===== src/rtl/inst_data_mem_arbiter.sv =====
// Shares one fixed-latency single-port memory between the instruction-fetch and data ports.
// Data wins by default; fetch is forced through after STARVE_MAX consecutive losses.
module inst_data_mem_arbiter #(
  parameter int unsigned ADDR_W     = 32,
  parameter int unsigned DATA_W     = 32,
  parameter int unsigned MEM_LAT    = 2,
  parameter int unsigned STARVE_MAX = 4
) (
  input  logic                clk,
  input  logic                rst,
  input  logic                if_req_i,
  input  logic [ADDR_W-1:0]   if_addr_i,
  output logic [DATA_W-1:0]   if_rdata_o,
  output logic                if_ack_o,
  input  logic                dm_req_i,
  input  logic                dm_we_i,
  input  logic [DATA_W/8-1:0] dm_be_i,
  input  logic [ADDR_W-1:0]   dm_addr_i,
  input  logic [DATA_W-1:0]   dm_wdata_i,
  output logic [DATA_W-1:0]   dm_rdata_o,
  output logic                dm_ack_o,
  output logic                stall_o,
  output logic                mem_ce_o,
  output logic                mem_we_o,
  output logic [DATA_W/8-1:0] mem_be_o,
  output logic [ADDR_W-1:0]   mem_addr_o,
  output logic [DATA_W-1:0]   mem_wdata_o,
  input  logic [DATA_W-1:0]   mem_rdata_i
);

  localparam int unsigned BE_W  = DATA_W / 8;
  localparam int unsigned CNT_W = 4;

  typedef enum logic [1:0] {IDLE, BUSY, RESP} state_t;

  state_t              state_q, state_d;
  logic [CNT_W-1:0]    cnt_q, cnt_d;
  logic [CNT_W-1:0]    starve_q, starve_d;
  logic                own_dm_q, own_dm_d;
  logic                ce_d, we_d, if_ack_d, dm_ack_d;
  logic [BE_W-1:0]     be_d;
  logic [ADDR_W-1:0]   addr_d;
  logic [DATA_W-1:0]   wdata_d, if_rdata_d, dm_rdata_d, rdata_cap;
  logic                fetch_win;

  assign fetch_win = if_req_i && (!dm_req_i || (starve_q == CNT_W'(STARVE_MAX)));
  assign rdata_cap = mem_we_o ? '0 : mem_rdata_i;
  assign stall_o   = (if_req_i & ~if_ack_o) | (dm_req_i & ~dm_ack_o);

  // Next-state and registered-output logic
  always_comb begin
    state_d    = state_q;
    cnt_d      = cnt_q;
    starve_d   = starve_q;
    own_dm_d   = own_dm_q;
    ce_d       = mem_ce_o;
    we_d       = mem_we_o;
    be_d       = mem_be_o;
    addr_d     = mem_addr_o;
    wdata_d    = mem_wdata_o;
    if_ack_d   = 1'b0;
    dm_ack_d   = 1'b0;
    if_rdata_d = if_rdata_o;
    dm_rdata_d = dm_rdata_o;
    case (state_q)
      IDLE: begin
        if (if_req_i || dm_req_i) begin
          state_d  = BUSY;
          cnt_d    = CNT_W'(MEM_LAT - 1);
          ce_d     = 1'b1;
          own_dm_d = !fetch_win;
          if (fetch_win) begin
            we_d     = 1'b0;
            be_d     = '1;
            addr_d   = if_addr_i;
            wdata_d  = '0;
            starve_d = '0;
          end else begin
            we_d    = dm_we_i;
            be_d    = dm_be_i;
            addr_d  = dm_addr_i;
            wdata_d = dm_wdata_i;
            if (if_req_i && (starve_q != CNT_W'(STARVE_MAX))) starve_d = starve_q + CNT_W'(1);
          end
        end
      end
      BUSY: begin
        if (cnt_q == '0) begin
          state_d = RESP;
          ce_d    = 1'b0;
          we_d    = 1'b0;
          be_d    = '0;
          addr_d  = '0;
          wdata_d = '0;
          if (own_dm_q) begin
            dm_ack_d   = 1'b1;
            dm_rdata_d = rdata_cap;
          end else begin
            if_ack_d   = 1'b1;
            if_rdata_d = rdata_cap;
          end
        end else begin
          cnt_d = cnt_q - CNT_W'(1);
        end
      end
      RESP:    state_d = IDLE;
      default: state_d = IDLE;
    endcase
  end

  always_ff @(posedge clk or negedge rst) begin
    if (!rst) begin
      state_q     <= IDLE;
      cnt_q       <= '0;
      starve_q    <= '0;
      own_dm_q    <= 1'b0;
      mem_ce_o    <= 1'b0;
      mem_we_o    <= 1'b0;
      mem_be_o    <= '0;
      mem_addr_o  <= '0;
      mem_wdata_o <= '0;
      if_ack_o    <= 1'b0;
      dm_ack_o    <= 1'b0;
      if_rdata_o  <= '0;
      dm_rdata_o  <= '0;
    end else begin
      state_q     <= state_d;
      cnt_q       <= cnt_d;
      starve_q    <= starve_d;
      own_dm_q    <= own_dm_d;
      mem_ce_o    <= ce_d;
      mem_we_o    <= we_d;
      mem_be_o    <= be_d;
      mem_addr_o  <= addr_d;
      mem_wdata_o <= wdata_d;
      if_ack_o    <= if_ack_d;
      dm_ack_o    <= dm_ack_d;
      if_rdata_o  <= if_rdata_d;
      dm_rdata_o  <= dm_rdata_d;
    end
  end

endmodule


===== config.mk =====
export PLATFORM = sky130hd
export DESIGN_NAME = inst_data_mem_arbiter
export DESIGN_NICKNAME = d
export VERILOG_FILES = /design/src/rtl/inst_data_mem_arbiter.sv
export SDC_FILE = /design/constraint.sdc
export NUM_CORES = 1
export LEC_CHECK = 0
export BUFFER_PORTS_ARGS = -buffer_cell sky130_fd_sc_hd__buf_2
export CORE_MARGIN = 4
export CORE_UTILIZATION = 51
export DETAILED_ROUTE_END_ITERATION = 10
export PLACE_DENSITY = 0.91
export SLEW_MARGIN = 20
export SYNTH_ARGS = -nofsm -noshare
export SYNTH_HDL_FRONTEND = slang
export SYNTH_SLANG_ARGS = --single-unit

===== constraint.sdc =====
create_clock -name clk -period 4.2 [get_ports clk]
set_clock_uncertainty 0.2 [all_clocks]
set_input_delay 1.26 -clock clk [delete_from_list [all_inputs] [get_ports clk]]
set_output_delay 1.26 -clock clk [all_outputs]
set_load 0.01 [all_outputs]

# == Yosys cells after proc, flatten, opt, wreduce, memory -nomap -nowiden ==
# Index checks and enable logic that the tools add are counted.
# Widths: inputs -> output; s select.
# op_classes
addsub,2
eq_ne,6
mux,32
bitwise,6
n_reduce_logical,17
# ops
op,count
$mux 32,6
$pmux 32 s2,2
$mux 4,7
$pmux 4 s2,2
$reduce_and 3->1,5
$mux 1,10
$ne 2x2->1 const B,3
$add 4x1->4 const B,1
$eq 4x3->1 const B,1
$logic_not 4->1,1
$mux 2,2
$ne 4x3->1 const B,1
$pmux 1 s2,2
$pmux 2 s2,1
$reduce_and 2->1,2
$reduce_bool 2->1,2
$sub 4x1->4 const B,1
$not 1->1,3
$and 1x1->1,2
$eq 2x1->1 const B,1
$logic_and 1x1->1,2
$logic_not 1->1,2
$logic_not 2->1,1
$logic_or 1x1->1,2
$or 1x1->1,1
# word_totals
regBits,147
in_bits,137
out_inout_bits,137
word_cells,76

# == Longest topological paths before layout ==
# logic_depth
ltp_word,6
ltp_mapped,7
mapped_depth_nobuf,5

# == Least setup slack after synthesis ==
# OpenSTA, ideal clock, no wires.
# synth_timing
kind,in2out
from,input port dm_req_i
to,output port stall_o
t_arrival_ns,1.633
required_time_ns,2.740
slack_ns,1.107
stages,3
n_path_buf,1
cell_sequence,buf_4 > inv_1 > o22ai_1
# synth_between
elab_chain_len,2
# synth_lines
item,line_no,rtl
"start, declared",15,"input logic dm_req_i,"
$and 1x1->1,48,assign stall_o = (if_req_i & ~if_ack_o) | (dm_req_i & ~dm_ack_o);
$or 1x1->1,48,
"end, declared",22,"output logic stall_o,"
# Every way passes these cells.

# == Final worst setup path ==
# Same ends and word-level chain as after synthesis.

==> results by group <==
Power and ir drop
  – Tot Pwr: 6403 uW
  – Leak Pwr: 0.004312 uW
  – Max VDD drop: 0.3832 mV
  – Power density cells: 788.3 mW/mm2

CTS
  – Clock buffers created by TritonCTS: 17
  – H-tree levels: 4
  – CTS tree: yes
  – Deepest clock path buffer count: 2
  – Gates resized, CTS repair: 0
  – Worst skew pair latency: 0.42 ns
  – Post-CTS Hold Buffers: 0
  – Num Clock Sinks: 147
  – Root Buffer: clkbuf_16
  – Clock slew at reported path FFs: 0.06 ns
  – Post-CTS Setup Bufs: 0

STA
  – Minimum clock period after layout: 3.257 ns
  – RSZ-0062 raised after global routing: false
  – Slew Viols, Final: 0
  – Worst Tran Pin Value: 0.9715 ns
  – Setup_tns: 0 ns
  – Final worst-path cycle share: 0.7754
  – Final count of hold timing violations: 0
  – Final setup vio count: 0
  – Max_slew headroom: 0.3509
  – Fmax achieved: 0.3070 GHz

Detailed routing
  – Antenna Nets Post-Route: 0
  – Via count: 4,844
  – Drt total wl: 17,310 um
  – Drt wl/cell: 19.91 um
  – Pre-Repair DR Iteration Count: 4
  – Initial DRC count: 337
  – Drt drc: 0
  – Via/cell ratio: 5.574

Synth
  – Yosys top cell area share: 0.6061
  – Area leader, netlist: dfrtp_1
  – Syn Area/Cell: 13.67 um2
  – Post-synth EDFFs: 0
  – Synth Register Bits: 147
  – Seq/Total Area, Yosys: 0.6061
  – Yosys cell types: 40
  – Most common cell in the netlist: dfrtp_1
  – Syn Inst Count: 444
  – Cell area after synthesis: 0.006070 mm2
  – Ys flop type: dfrtp_1
  – Syn_nets: 585
  – Synth Warn #: 0
  – Post-synth top cells: dfrtp_1, mux2_2, and3_1
  – Ranking of synthesized cells by area: dfrtp_1, mux2_2, a221o_1
  – Async SR Flop Fraction: 1.000

Die
  – Core Area: 0.01152 mm2
  – Site row count: 39
  – Die ar.: 0.01371 mm2
  – Die Wd: 117.1 um
  – IO Pins: 274
  – Vert. Die Dim: 117.1 um
  – Initial Util: 0.5271

Run status
  – Run status: finished clean

Setup path
  – Crit path launch type: primary input
  – Worst Setup End Kind: primary output
  – Worst setup path endpoint: stall_o
  – Worst-path maximum fanout: 8
  – R2R Setup Slk: 1.71 ns
  – Reg2reg path depth: 6
  – Crit path DAT: 1.80 ns
  – Reg2reg end: if_rdata_o[18]$_DFFE_PN0P_
  – Launch point of the worst path: dm_req_i
  – Worst r2r src: cnt_q[0]$_DFFE_PN0P_
  – Critical path data required time: 2.74 ns
  – Worst setup path class: primary input to primary output

Placed design
  – Gpl congestion: 0.8667
  – Post-detail-place hpwl: 12,280 um
  – I/O Buffers: 273

GRT
  – Pin count of the biggest net entering global routing: 68
  – GR Overflow Total: 0
  – Initial antenna violation count: 2
  – First-pass GRT wire length: 26,640 um
  – Vias in the first global route: 5,317
  – Gr usage total: 0.2548

Layout
  – Layout cells sized above 1: 0.5193
  – NumNets Final: 854
  – Antenna Cells: 0
  – Area delta synth->final: 33.83%

Min path
  – HP Class: register to register

Flow run
  – Max Cap Viol: 0
[metal layers]
metal | vias up | wire length, um | GRT usage
li1 | 2171 | - | -
met1 | 2403 | 6358 | 0.2935
met2 | 215 | 9214 | 0.4460
met3 | 51 | 1128 | 0.06632
met4 | 4 | 576 | 0.1154
met5 | - | 26 | 0
[sequential cells by signal (all words and copies together), names as in the netlist, 2 cells and up]
signal and count:
starve_q 4, mem_addr_o 32, cnt_q 4, mem_be_o 4, if_rdata_o 32, state_q 2, mem_wdata_o 32, dm_rdata_o 32
[cells by family (layout without fill, tap and decap cells)]
logic type	Yosys count	count (layout)	synth area share
muxes	69	69	0.1272
adders and majority gates	4	4	0.008246
AOI/OAI and AO/OA	85	85	0.1239
buffers and inverters	39	321	0.03175
DFF	147	147	0.6061
and+or+nand+nor	100	100	0.1029
[final cells by class]
class                      count  area, um2
sequential                   147       3679
fill                         781       3393
multi-input combinational    258       2203
timing repair buffer         282       1453
clock buffer                  18      429.2
tap                          143      178.9
clock inverter                14      153.9
inverter                       7      26.28
[metrics by stage]
step | setup slack (ns) | area [um2] | instances | hold slack, ns | util
2_1_floorplan | 1.107 | 6070 | 444 | 0.2769 | -
3_3_place_gp | 0.9721 | 7540 | 837 | 0.2647 | 0.6547
3_5_place_dp | 0.9510 | 7540 | 837 | 0.2744 | 0.6547
4_1_cts | 0.9437 | 8123 | 869 | 0.2913 | 0.7053
5_1_grt | 0.8661 | 8123 | 869 | 0.3028 | 0.7053
6_report | 0.9432 | 8123 | 869 | 0.2896 | 0.7053
[worst min path at each step]
stage / startpoint / to / depth (start not counted)
after CTS: dm_rdata_o[28]$_DFFE_PN0P_ / dm_rdata_o[28]$_DFFE_PN0P_ / 1
final: dm_rdata_o[28]$_DFFE_PN0P_ / dm_rdata_o[28]$_DFFE_PN0P_ / 1
after global placement: if_rdata_o[28]$_DFFE_PN0P_ / if_rdata_o[28]$_DFFE_PN0P_ / 1
after floorplan: cnt_q[3]$_DFFE_PN0P_ / cnt_q[3]$_DFFE_PN0P_ / 1
after global routing: if_rdata_o[28]$_DFFE_PN0P_ / if_rdata_o[28]$_DFFE_PN0P_ / 1
after detailed placement: if_rdata_o[31]$_DFFE_PN0P_ / if_rdata_o[31]$_DFFE_PN0P_ / 1
[power by group]
group | switching (uW) | internal [uW] | total, uW
Clock | 602 | 881 | 1480
Sequential | 395 | 2050 | 2440
Combinational | 1310 | 1170 | 2480
[cell usage in the layout (no fill, tap or decap), drive strengths merged]
master and instances:
and2 1, nor2b 33, inv 11, nor3b 3, o221ai 1, clkbuf 18
a21oi 2, clkinvlp 3, nand2b 1, o31a 1, a22o 33, nor3 2
and3 35, nand3b 1, o22ai 3, bufinv 2, a311o 2, clkinv 5
or3b 2, a221o 32, mux2i 4, nand2 9, mux2 65, a2bb2oi 2
nand3 5, buf 282, and2b 1, nor2 3, or2 2, nand4b 1
dfrtp 147, o21ai 8, nor4b 1, ha 4, a22oi 1
[critical path, stage by stage]
cell and delay, ns:
buf_2 0.17, inv_1 0.09, o22ai_1 0.12, buf_2 0.15
(Power assumes the default switching activity.)
